==> src/rtl/mem_port_arbiter.sv <==
// Shares one fixed-latency single-port memory between instruction fetch and data access.
// Data wins ties; a starvation counter forces a fetch grant after STARVE_MAX data grants.
module mem_port_arbiter #(
  parameter int AW         = 32,
  parameter int DW         = 32,
  parameter int MEM_LAT    = 2,
  parameter int STARVE_MAX = 2
) (
  input  logic          clk_i,
  input  logic          rst_i,
  input  logic          if_req_i,
  input  logic [AW-1:0] if_addr_i,
  output logic          if_ack_o,
  output logic [DW-1:0] if_rdata_o,
  input  logic          dm_req_i,
  input  logic          dm_we_i,
  input  logic [AW-1:0] dm_addr_i,
  input  logic [DW-1:0] dm_wdata_i,
  output logic          dm_ack_o,
  output logic [DW-1:0] dm_rdata_o,
  output logic          mem_en_o,
  output logic          mem_we_o,
  output logic [AW-1:0] mem_addr_o,
  output logic [DW-1:0] mem_wdata_o,
  input  logic [DW-1:0] mem_rdata_i,
  output logic          busy_o
);

  localparam int CW = $clog2(MEM_LAT + 1);
  localparam int SW = $clog2(STARVE_MAX + 1);
  localparam logic [CW-1:0] LAT_TOP    = CW'(MEM_LAT - 1);
  localparam logic [SW-1:0] STARVE_TOP = SW'(STARVE_MAX);

  typedef enum logic [1:0] {
    IDLE  = 2'd0,
    ISSUE = 2'd1,
    WAIT  = 2'd2,
    ACK   = 2'd3
  } state_t;

  state_t          state_q, state_d;
  logic [CW-1:0]   cnt_q, cnt_d;
  logic [SW-1:0]   starve_q, starve_d;
  logic            owner_if_q, owner_if_d;
  logic            we_q, we_d;
  logic            if_ack_q, if_ack_d;
  logic            dm_ack_q, dm_ack_d;
  logic [DW-1:0]   if_rdata_q, if_rdata_d;
  logic [DW-1:0]   dm_rdata_q, dm_rdata_d;
  logic            mem_en_q, mem_en_d;
  logic            mem_we_q, mem_we_d;
  logic [AW-1:0]   mem_addr_q, mem_addr_d;
  logic [DW-1:0]   mem_wdata_q, mem_wdata_d;
  logic            busy_q, busy_d;
  logic            grant_if_s, grant_dm_s;

  // Fetch wins only when alone or when data has starved it for STARVE_MAX grants.
  assign grant_if_s = if_req_i && (!dm_req_i || (starve_q == STARVE_TOP));
  assign grant_dm_s = dm_req_i && !grant_if_s;

  // Next-state and registered-output computation.
  always_comb begin
    state_d     = state_q;
    cnt_d       = cnt_q;
    starve_d    = starve_q;
    owner_if_d  = owner_if_q;
    we_d        = we_q;
    if_ack_d    = 1'b0;
    dm_ack_d    = 1'b0;
    if_rdata_d  = if_rdata_q;
    dm_rdata_d  = dm_rdata_q;
    mem_en_d    = 1'b0;
    mem_we_d    = 1'b0;
    mem_addr_d  = '0;
    mem_wdata_d = '0;

    case (state_q)
      IDLE: begin
        if (grant_if_s || grant_dm_s) begin
          state_d     = ISSUE;
          owner_if_d  = grant_if_s;
          we_d        = grant_dm_s && dm_we_i;
          mem_en_d    = 1'b1;
          mem_we_d    = grant_dm_s && dm_we_i;
          mem_addr_d  = grant_if_s ? if_addr_i : dm_addr_i;
          mem_wdata_d = grant_dm_s ? dm_wdata_i : '0;
          if (grant_if_s || !if_req_i) begin
            starve_d = '0;
          end else if (starve_q != STARVE_TOP) begin
            starve_d = starve_q + SW'(1);
          end else begin
            starve_d = starve_q;
          end
        end else begin
          state_d = IDLE;
        end
      end
      ISSUE: begin
        state_d = WAIT;
        cnt_d   = LAT_TOP;
      end
      WAIT: begin
        if (cnt_q == '0) begin
          state_d  = ACK;
          if_ack_d = owner_if_q;
          dm_ack_d = !owner_if_q;
          // Read data is valid only in this last wait cycle.
          if (!we_q && owner_if_q) begin
            if_rdata_d = mem_rdata_i;
          end else if (!we_q) begin
            dm_rdata_d = mem_rdata_i;
          end else begin
            dm_rdata_d = dm_rdata_q;
          end
        end else begin
          cnt_d = cnt_q - CW'(1);
        end
      end
      ACK: begin
        state_d = IDLE;
      end
      default: begin
        state_d = IDLE;
      end
    endcase

    busy_d = (state_d != IDLE);
  end

  // State and output registers with synchronous active-low reset.
  always_ff @(posedge clk_i) begin
    if (!rst_i) begin
      state_q     <= IDLE;
      cnt_q       <= '0;
      starve_q    <= '0;
      owner_if_q  <= 1'b0;
      we_q        <= 1'b0;
      if_ack_q    <= 1'b0;
      dm_ack_q    <= 1'b0;
      if_rdata_q  <= '0;
      dm_rdata_q  <= '0;
      mem_en_q    <= 1'b0;
      mem_we_q    <= 1'b0;
      mem_addr_q  <= '0;
      mem_wdata_q <= '0;
      busy_q      <= 1'b0;
    end else begin
      state_q     <= state_d;
      cnt_q       <= cnt_d;
      starve_q    <= starve_d;
      owner_if_q  <= owner_if_d;
      we_q        <= we_d;
      if_ack_q    <= if_ack_d;
      dm_ack_q    <= dm_ack_d;
      if_rdata_q  <= if_rdata_d;
      dm_rdata_q  <= dm_rdata_d;
      mem_en_q    <= mem_en_d;
      mem_we_q    <= mem_we_d;
      mem_addr_q  <= mem_addr_d;
      mem_wdata_q <= mem_wdata_d;
      busy_q      <= busy_d;
    end
  end

  assign if_ack_o    = if_ack_q;
  assign if_rdata_o  = if_rdata_q;
  assign dm_ack_o    = dm_ack_q;
  assign dm_rdata_o  = dm_rdata_q;
  assign mem_en_o    = mem_en_q;
  assign mem_we_o    = mem_we_q;
  assign mem_addr_o  = mem_addr_q;
  assign mem_wdata_o = mem_wdata_q;
  assign busy_o      = busy_q;

endmodule
==> config.mk <==
export PLATFORM = sky130hd
export DESIGN_NAME = mem_port_arbiter
export DESIGN_NICKNAME = d
export VERILOG_FILES = /design/src/rtl/mem_port_arbiter.sv
export SDC_FILE = /design/constraint.sdc
export NUM_CORES = 1
export LEC_CHECK = 0
export BUFFER_PORTS_ARGS = -buffer_cell sky130_fd_sc_hd__buf_4
export CAP_MARGIN = 10
export CORE_MARGIN = 2
export CORE_UTILIZATION = 47
export DETAILED_ROUTE_END_ITERATION = 8
export PLACE_DENSITY = 0.84
export SLEW_MARGIN = 0
export SYNTH_ARGS = -nofsm -noshare
export SYNTH_HDL_FRONTEND = slang
export SYNTH_SLANG_ARGS = --single-unit
==> constraint.sdc <==
create_clock -name clk_i -period 3 [get_ports clk_i]
set_input_delay 0.3 -clock clk_i [delete_from_list [all_inputs] [get_ports clk_i]]
set_output_delay 0.3 -clock clk_i [all_outputs]
set_load 0.005 [all_outputs]
# Yosys cells after proc, flatten, opt, wreduce, memory -nomap -nowiden
# Cells that the tools add are included.
# op_classes
eq_ne,6
n_reduce_logical,26
addsub,2
n_mux,9
bitwise,2
# ops
cell,n
two-way mux 32 bit,1
AND reduction 3 bit,4
two-way mux 2 bit,4
case mux 2 bit (4 select lines),1
AND reduction 4 bit,2
"equality test 2 bit, second input constant",3
AND reduction 2 bit,3
nonzero test 2 bit,3
logical NOT 1 bit,5
logical AND 1 bit,4
logical NOT 2 bit,2
"inequality test 2 bit, second input constant",2
case mux 2 bit (2 select lines),1
logical OR 1 bit,3
"adder 2 x 1 -> 2 bit, second input constant",1
"equality test 2 x 1 -> 1 bit, second input constant",1
two-way mux 1 bit,2
NOT 1 bit,2
"subtractor 2 x 1 -> 2 bit, second input constant",1
# totals
input_bits,133
reg_bits,141
word_cells,59
out_inout_bits,133

# Logic depth before layout (Yosys ltp)
# Gate-level depths: netlist of the first run.
# depth
ltp_word,9
mapped_depth,7
mapped_depth_nobuf,5

# Least setup slack after synthesis of the first run
# No wires, ideal clock.
# synth_timing
path_kind,reg-to-reg
from,register starve_q[0]
to,register mem_addr_q[22] (netlist: mem_addr_o[22])
t_arrival_ns,1.181
path_buffers,1
synth_period_minus_slack_ns,1.301
required_time_ns,2.880
stages_incl_launch_ff,7
path_slack_ns,1.699
setup_time_ns,0.120
path_cell_list,dfxtp_1 > inv_1 > ha_1 > and2b_2 > buf_4 > o21ai_0 > a21oi_1
# synth_between
elab_chain_cells,7
word_cells_on_any_way,8
cone_classes,1 x eq/ne; 1 x mux; 6 x reduce/logical
# synth_lines
item,line_no,source
from (decl),43,"logic [SW-1:0] starve_q, starve_d;"
from (signal assigned),150,starve_q <= starve_d;
equality test 2 bit *,58,assign grant_if_s = if_req_i && (!dm_req_i || (starve_q == STARVE_TOP));
logical OR 1 bit *,58,
logical AND 1 bit *,58,
logical NOT 1 bit,59,assign grant_dm_s = dm_req_i && !grant_if_s;
logical AND 1 bit,59,
logical OR 1 bit,79,if (grant_if_s || grant_dm_s) begin
AND reduction 3 bit (no line),-,
to (signal assigned),159,mem_addr_q <= mem_addr_d;
to (decl),52,"logic [AW-1:0] mem_addr_q, mem_addr_d;"
# Every way passes the cells marked *; elsewhere a longest branch is shown, timed or not.
# A chain may end at the register's enable or synchronous reset.

# Final worst setup path of the first run
# layout_timing
from,register state_q[0]
to,register if_rdata_q[25] (netlist: if_rdata_o[25])
# layout_between
elab_chain_cells,2
# layout_lines
item,line_no,source
from (decl),41,"state_t state_q, state_d;"
from (signal assigned),148,state_q <= state_d;
equality test 2 bit,77,case (state_q)
AND reduction 3 bit (no line),-,
to (signal assigned),155,if_rdata_q <= if_rdata_d;
to (decl),48,"logic [DW-1:0] if_rdata_q, if_rdata_d;"
# No other way between the ends.

==> results_dict.tcl, run 1 <==
set metrics [dict create \
    cts_tree "yes" \
    critical_path_class "flip-flop to flip-flop" \
    dpl_cell_area_um2 6790 \
    synthCells 520 \
    grt_first_pass_wirelength_um 24900 \
    dr.pass1.iters 4 \
    cts_resized 0 \
    die_h_um 106 \
    cp.required_ns 3.41 \
    endpoint_kind "flip-flop" \
    coreArea_um2 10200 \
    hold_buffers 33 \
    finalSetupViolations 0 \
    min_period_ns 2.18 \
    drc 0 \
    synth_area_leaders "dfxtp_1 58%, nand3_1 10%, o21ai_1 9.5%" \
    fin_cells 947 \
    dp.cells 881 \
    drt_iter0_drc 282 \
    syn-cell-area_um2 4840 \
    drt-wirelength-per-cell_um 17.3 \
    hold_path_class "input pin to flip-flop" \
    nNetsFinal 936 \
    slew_viol_final 0 \
    fin_crit_sh 0.727 \
    ios 266 \
    gr-total-overflow 0 \
    total_power_w 0.00492 \
    rsz0062_at_grt "no" \
    dr_wl_met3_um 1460 \
    m1WireLength_um 6030 \
    grt_pass1_vias 4762 \
    clock.fmax_mhz 459 \
    viasPerCell 5.17 \
    cts_sinks 141 \
    hold-path-cell-count 3 \
    cp_max_fo 34 \
    slew_headroom 0.446 \
    antenna_found_initial 0 \
    layout-drive-gt1-share 0.377 \
    antennaDiodeCount 0 \
    clk_pin_slew_ns 0.06 \
    yosys_register_bits 141 \
    min_from "mem_rdata_i[8]" \
    regToRegStartpoint "state_q[0]" \
    hpwl_um 10200 \
    tightest_slew_ns 0.828 \
    ant_nets 0 \
    yosys.area.top_type_share 0.583 \
    worst_setup_path_start_kind "flip-flop" \
    synth_warnings 0 \
    yosys.area.top_type "dfxtp_1" \
    fin_skew_ns 0.00845 \
    clock_latency_ns 0.52 \
    die_w_um 106 \
    dr_wl_met2_um 8160 \
    r2r_slack_ns 0.82 \
    status "complete, no violations" \
    routed.top_layer "met4" \
    post_cts_buffers 0 \
    finalHoldViolCount 0 \
    syn-num-nets 658 \
    maxCapViolations 0 \
    ys_types 30 \
    die_area_um2 11100 \
    wirelength_um 16400 \
    numPortBuffers 265 \
    gp_congestion 0.811 \
    final_area_um2 7710 \
    power_per_cell_area_nw_per_um2 638 \
    grtUsageTotal 0.289 \
    grt_start_max_net_pins 79 \
    initial_core_util 0.476 \
    worst_r2r_endpoint "if_rdata_o[25]" \
    irDropWorstVdd_mv 0.385 \
    whs_endpoint "dm_rdata_o[8]" \
    rows 37 \
    h-tree-depth 4 \
    vias 4896 \
    fillers 699 \
    p_leak_nw 3.45 \
    setup_tns_ns 0 \
    clockRootBuffer "clkbuf_8" \
    cts_buffers 17 \
    reg2reg_depth 6 \
    crit_arrival_ns 2.59 \
    synth_area_per_cell_um2 9.31 \
    clockBufferDepth 2 \
    syn2layout_area_growth_pct 59.2 \
    ys_seq_area_frac 0.583 \
]
[area by class of cell]
cell class / count / area (um^2) / share of cell area
clock inverter: 12 / 138 / 0.0179
clock buffer: 20 / 425 / 0.0552
tap: 136 / 170 / 0.0221
inverter: 9 / 33.8 / 0.00438
multi-input combinational: 325 / 1730 / 0.225
timing repair buffer: 304 / 2380 / 0.309
sequential: 141 / 2820 / 0.366
[stage by stage]
stage | setup WS (ns) | hold WS (ns) | utilization
floorplan | 1.70 | 0.422 | -
global placement | 0.882 | 0.444 | 0.666
detailed placement | 0.796 | 0.453 | 0.666
CTS | 0.791 | 0.0251 | 0.754
global route | 0.556 | 0.0212 | 0.757
finish | 0.820 | 0.0362 | 0.757
[registers in the layout, indices dropped and copies added, names as in the netlist, 2 cells and up]
register / cells
dm_rdata_o: 32
if_rdata_o: 32
mem_addr_o: 32
mem_wdata_o: 32
cnt_q: 2
starve_q: 2
state_q: 2
[worst max-delay path by stage]
stage / from / end / slack [ns] / depth (start not counted)
2_1_floorplan: starve_q[0] / mem_addr_o[22] / 1.70 / 6
3_3_place_gp: state_q[0] / if_rdata_o[25] / 0.88 / 6
3_5_place_dp: state_q[0] / if_rdata_o[25] / 0.80 / 6
4_1_cts: state_q[0] / if_rdata_o[6] / 0.79 / 6
5_1_grt: state_q[0] / if_rdata_o[0] / 0.56 / 6
6_report: state_q[0] / if_rdata_o[25] / 0.82 / 6
[cell families after synthesis]
kind of cell    synth area share
flops                      0.583
simple gates               0.190
compound gates             0.154
buf+inv                   0.0602
fa+ha+maj                 0.0129
[cells in the final DEF (no fill, tap or decap), drive strengths merged, types with 3 or more instances in the layout]
cell / n
and2: 35
inv: 12
nand3: 100
a21oi: 33
buf: 271
ha: 5
dfxtp: 141
dlygate4sd3: 33
nand2: 34
o21ai: 100
nor2: 3
clkbuf: 20
clkinvlp: 5
[power by group]
group | internal (W) | leakage (nW) | switching, W
Sequential | 0.00203 | 1.15 | 0.0000716
Combinational | 0.000418 | 2.04 | 0.000395
Clock | 0.00119 | 0.259 | 0.000811
Total | 0.00364 | 3.45 | 0.00128
[synthesized netlist by cell type (all sizes together)]
master / n
or3: 1
nand4bb: 1
a32o: 1
nand3: 100
nand4b: 1
o41ai: 1
nand4: 1
o311a: 1
a21oi: 33
nand2: 34
nor2: 3
inv: 9
dfxtp: 141
o21ai: 100
o211ai: 2
clkbuf: 8
a21boi: 2
nand2b: 1
buf: 37
o31ai: 1
ha: 5
and2b: 1
and2: 35
or2: 1
[routing by layer]
| layer | vias to the layer above | global-route usage |
|---|---|---|
| met5 | - | 0 |
| met4 | 0 | 0.145 |
| met3 | 51 | 0.113 |
| met2 | 260 | 0.496 |
| met1 | 2230 | 0.310 |
| li1 | 2355 | - |
[worst max-delay path, stage by stage, from the launching register on]
cell	delay (ns)
dfxtp_1	0.33
inv_1	0.08
ha_1	0.30
nand4b_2	0.69
buf_4	0.48
nand3_1	0.10
o21ai_1	0.07
Note: power is estimated with default switching activity, not from simulation.
==> run 2, diff against run 1 <==
--- a/config.mk
+++ b/config.mk
@@ -8,9 +8,9 @@
 export BUFFER_PORTS_ARGS = -buffer_cell sky130_fd_sc_hd__buf_4
 export CAP_MARGIN = 10
 export CORE_MARGIN = 2
-export CORE_UTILIZATION = 47
+export CORE_UTILIZATION = 40
 export DETAILED_ROUTE_END_ITERATION = 8
-export PLACE_DENSITY = 0.84
+export PLACE_DENSITY = 0.76
 export SLEW_MARGIN = 0
 export SYNTH_ARGS = -nofsm -noshare
 export SYNTH_HDL_FRONTEND = slang
==> constraint.sdc (replaced) <==
create_clock -name clk_i -period 1.9 [get_ports clk_i]
set_input_delay 0.19 -clock clk_i [delete_from_list [all_inputs] [get_ports clk_i]]
set_output_delay 0.19 -clock clk_i [all_outputs]
set_load 0.005 [all_outputs]
==> results_dict.tcl, run 2 (synthesis gave the netlist of run 1 again) <==
set metrics [dict create \
    regToRegStartpoint "starve_q[0]" \
    nNetsFinal 938 \
    drc 0 \
    min_from "mem_rdata_i[25]" \
    hold_buffers 33 \
    h-tree-depth 4 \
    endpoint_kind "flip-flop" \
    final_common_cell "buf_4" \
    cpMaxStageDelayCell "and2b_2" \
    dp.cells 895 \
    gp_congestion 0.786 \
    p_sw_w 0.00190 \
    worstPathCellList "inv_1 > ha_1 > and2b_2 > buf_4 > o21ai_1 > a21oi_1" \
    clockBufferDepth 2 \
    antenna_found_initial 0 \
    syn2layout_area_growth_pct 62.1 \
    cp.required_ns 2.23 \
    tightest_slew_ns 0.527 \
    slowest_delay_ns 0.48 \
    crit_path_start "starve_q[0]" \
    ant_nets 0 \
    rows 40 \
    pwr-share-comb 0.155 \
    status "complete, no violations" \
    drt_iter0_drc 334 \
    power_per_cell_area_nw_per_um2 1050 \
    dr.pass1.iters 5 \
    ios 266 \
    vias 4726 \
    grtUsageTotal 0.212 \
    die_w_um 114 \
    cts_tree "yes" \
    hold_path_class "input pin to flip-flop" \
    clockRootBuffer "clkbuf_16" \
    cp_top_family "simple AND/OR/NAND/NOR gates" \
    swShare 0.231 \
    cp_max_fo 22 \
    worst_r2r_endpoint "mem_addr_o[26]" \
    crit_end "mem_addr_o[26]" \
    coreArea_um2 11900 \
    sequentialPowerShare 0.403 \
    fin_crit_sh 0.871 \
    wirelength_um 14100 \
    die_area_um2 13000 \
    crit_arrival_ns 1.99 \
    grt_start_max_net_pins 95 \
    finalSetupViolations 0 \
    setup_tns_ns 0 \
    maxCapViolations 0 \
    worst_setup_path_start_kind "flip-flop" \
    slew_headroom 0.648 \
    fin_util 0.659 \
    mostFrequentLayoutCells "270 x buf_4, 141 x dfxtp_1, 100 x nand3_1" \
    irDropWorstVdd_mv 0.708 \
    fin_skew_ns 0.00651 \
    p_int_w 0.00631 \
    initial_core_util 0.407 \
    numPortBuffers 265 \
    critical_path_class "flip-flop to flip-flop" \
    cts_sinks 141 \
    cts_buffers 17 \
    cp_num_cells 6 \
    clock.fmax_mhz 604 \
    drt-wirelength-per-cell_um 14.6 \
    hpwl_um 9560 \
    post_cts_buffers 0 \
    critPathBufInv 2 \
    viasPerCell 4.92 \
    die_h_um 114 \
    reg2reg_depth 6 \
    p_leak_nw 3.52 \
    finalHoldViolCount 0 \
    hold-path-cell-count 3 \
    cts_resized 0 \
    p_clk_frac 0.441 \
    r2r_slack_ns 0.24 \
    clk_pin_slew_ns 0.06 \
    layout-drive-gt1-share 0.381 \
    clock_latency_ns 0.41 \
    slew_viol_final 0 \
    fin_cells 960 \
    grt_pass1_vias 4588 \
    rsz0062_at_grt "no" \
    grt_first_pass_wirelength_um 21600 \
    antennaDiodeCount 0 \
    gr-total-overflow 0 \
    min_period_ns 1.66 \
]
==> run 2: changes by cell type in the layout (fill, tap and decap cells not counted) <==
cell	delta
clkbuf_8	+2
clkinvlp_4	-2
inv_6	-3
clkbuf_1	-2
bufinv_16	+3
buf_16	-1
buf_12	+3
clkbuf_16	+1
clkinv_4	-1
clkinv_2	+2
==> run 2: layer usage <==
metal / part of all wire / GRT usage / wire [um] / vias up
li1: - / - / - / 2356
met1: 0.39 / 0.232 / 5460 / 2119
met2: 0.49 / 0.360 / 6850 / 222
met3: 0.096 / 0.0792 / 1350 / 29
met4: 0.029 / 0.103 / 408 / 0
met5: 0 / 0 / 0 / -
==> run 2: worst reg2reg max path: cells and delay by family (launching register included) <==
kind / cells / cell delay [ns]
adders and majority gates: 1 / 0.24
DFF: 1 / 0.32
AOI/OAI and AO/OA: 2 / 0.25
and+or+nand+nor: 1 / 0.48
buffers and inverters: 2 / 0.28
==> run 2: worst min-delay path by stage <==
| stage | slack, ns | to |
|---|---|---|
| CTS | 0.02 | mem_addr_o[23] |
| floorplan | 0.31 | mem_wdata_o[0] |
| global route | 0.03 | mem_addr_o[13] |
| finish | 0.04 | if_rdata_o[25] |
| detailed placement | 0.39 | mem_wdata_o[6] |
| global placement | 0.39 | mem_wdata_o[10] |
==> run 2: through the flow <==
step / hold slack (ns) / instance area (um^2) / setup WS, ns / total power, W
global placement: 0.392 / 6860 / 0.309 / 0.00454
floorplan: 0.312 / 4840 / 0.599 / 0.00393
global route: 0.0273 / 7850 / 0.146 / 0.00856
detailed placement: 0.395 / 6860 / 0.267 / 0.00459
finish: 0.0386 / 7850 / 0.245 / 0.00821
CTS: 0.0235 / 7850 / 0.248 / 0.00829
==> run 2: power by group through the flow <==
stage | registers (W) | clock network, W | logic (W)
after floorplan | 0.00339 | 0 | 0.000543
after global placement | 0.00336 | 0 | 0.00118
after detailed placement | 0.00337 | 0 | 0.00122
after CTS | 0.00331 | 0.00370 | 0.00128
after global routing | 0.00333 | 0.00383 | 0.00140
final | 0.00331 | 0.00362 | 0.00128
==> run 2: area by class of cell <==
cell class / instances / area, um^2
repair buffers: 306 / 2420
inverters: 9 / 33.8
fillers: 931 / 4060
flip-flops and latches: 141 / 2820
well taps: 147 / 184
clock inverters: 11 / 188
clock buffers: 21 / 470
multi-input cells: 325 / 1730
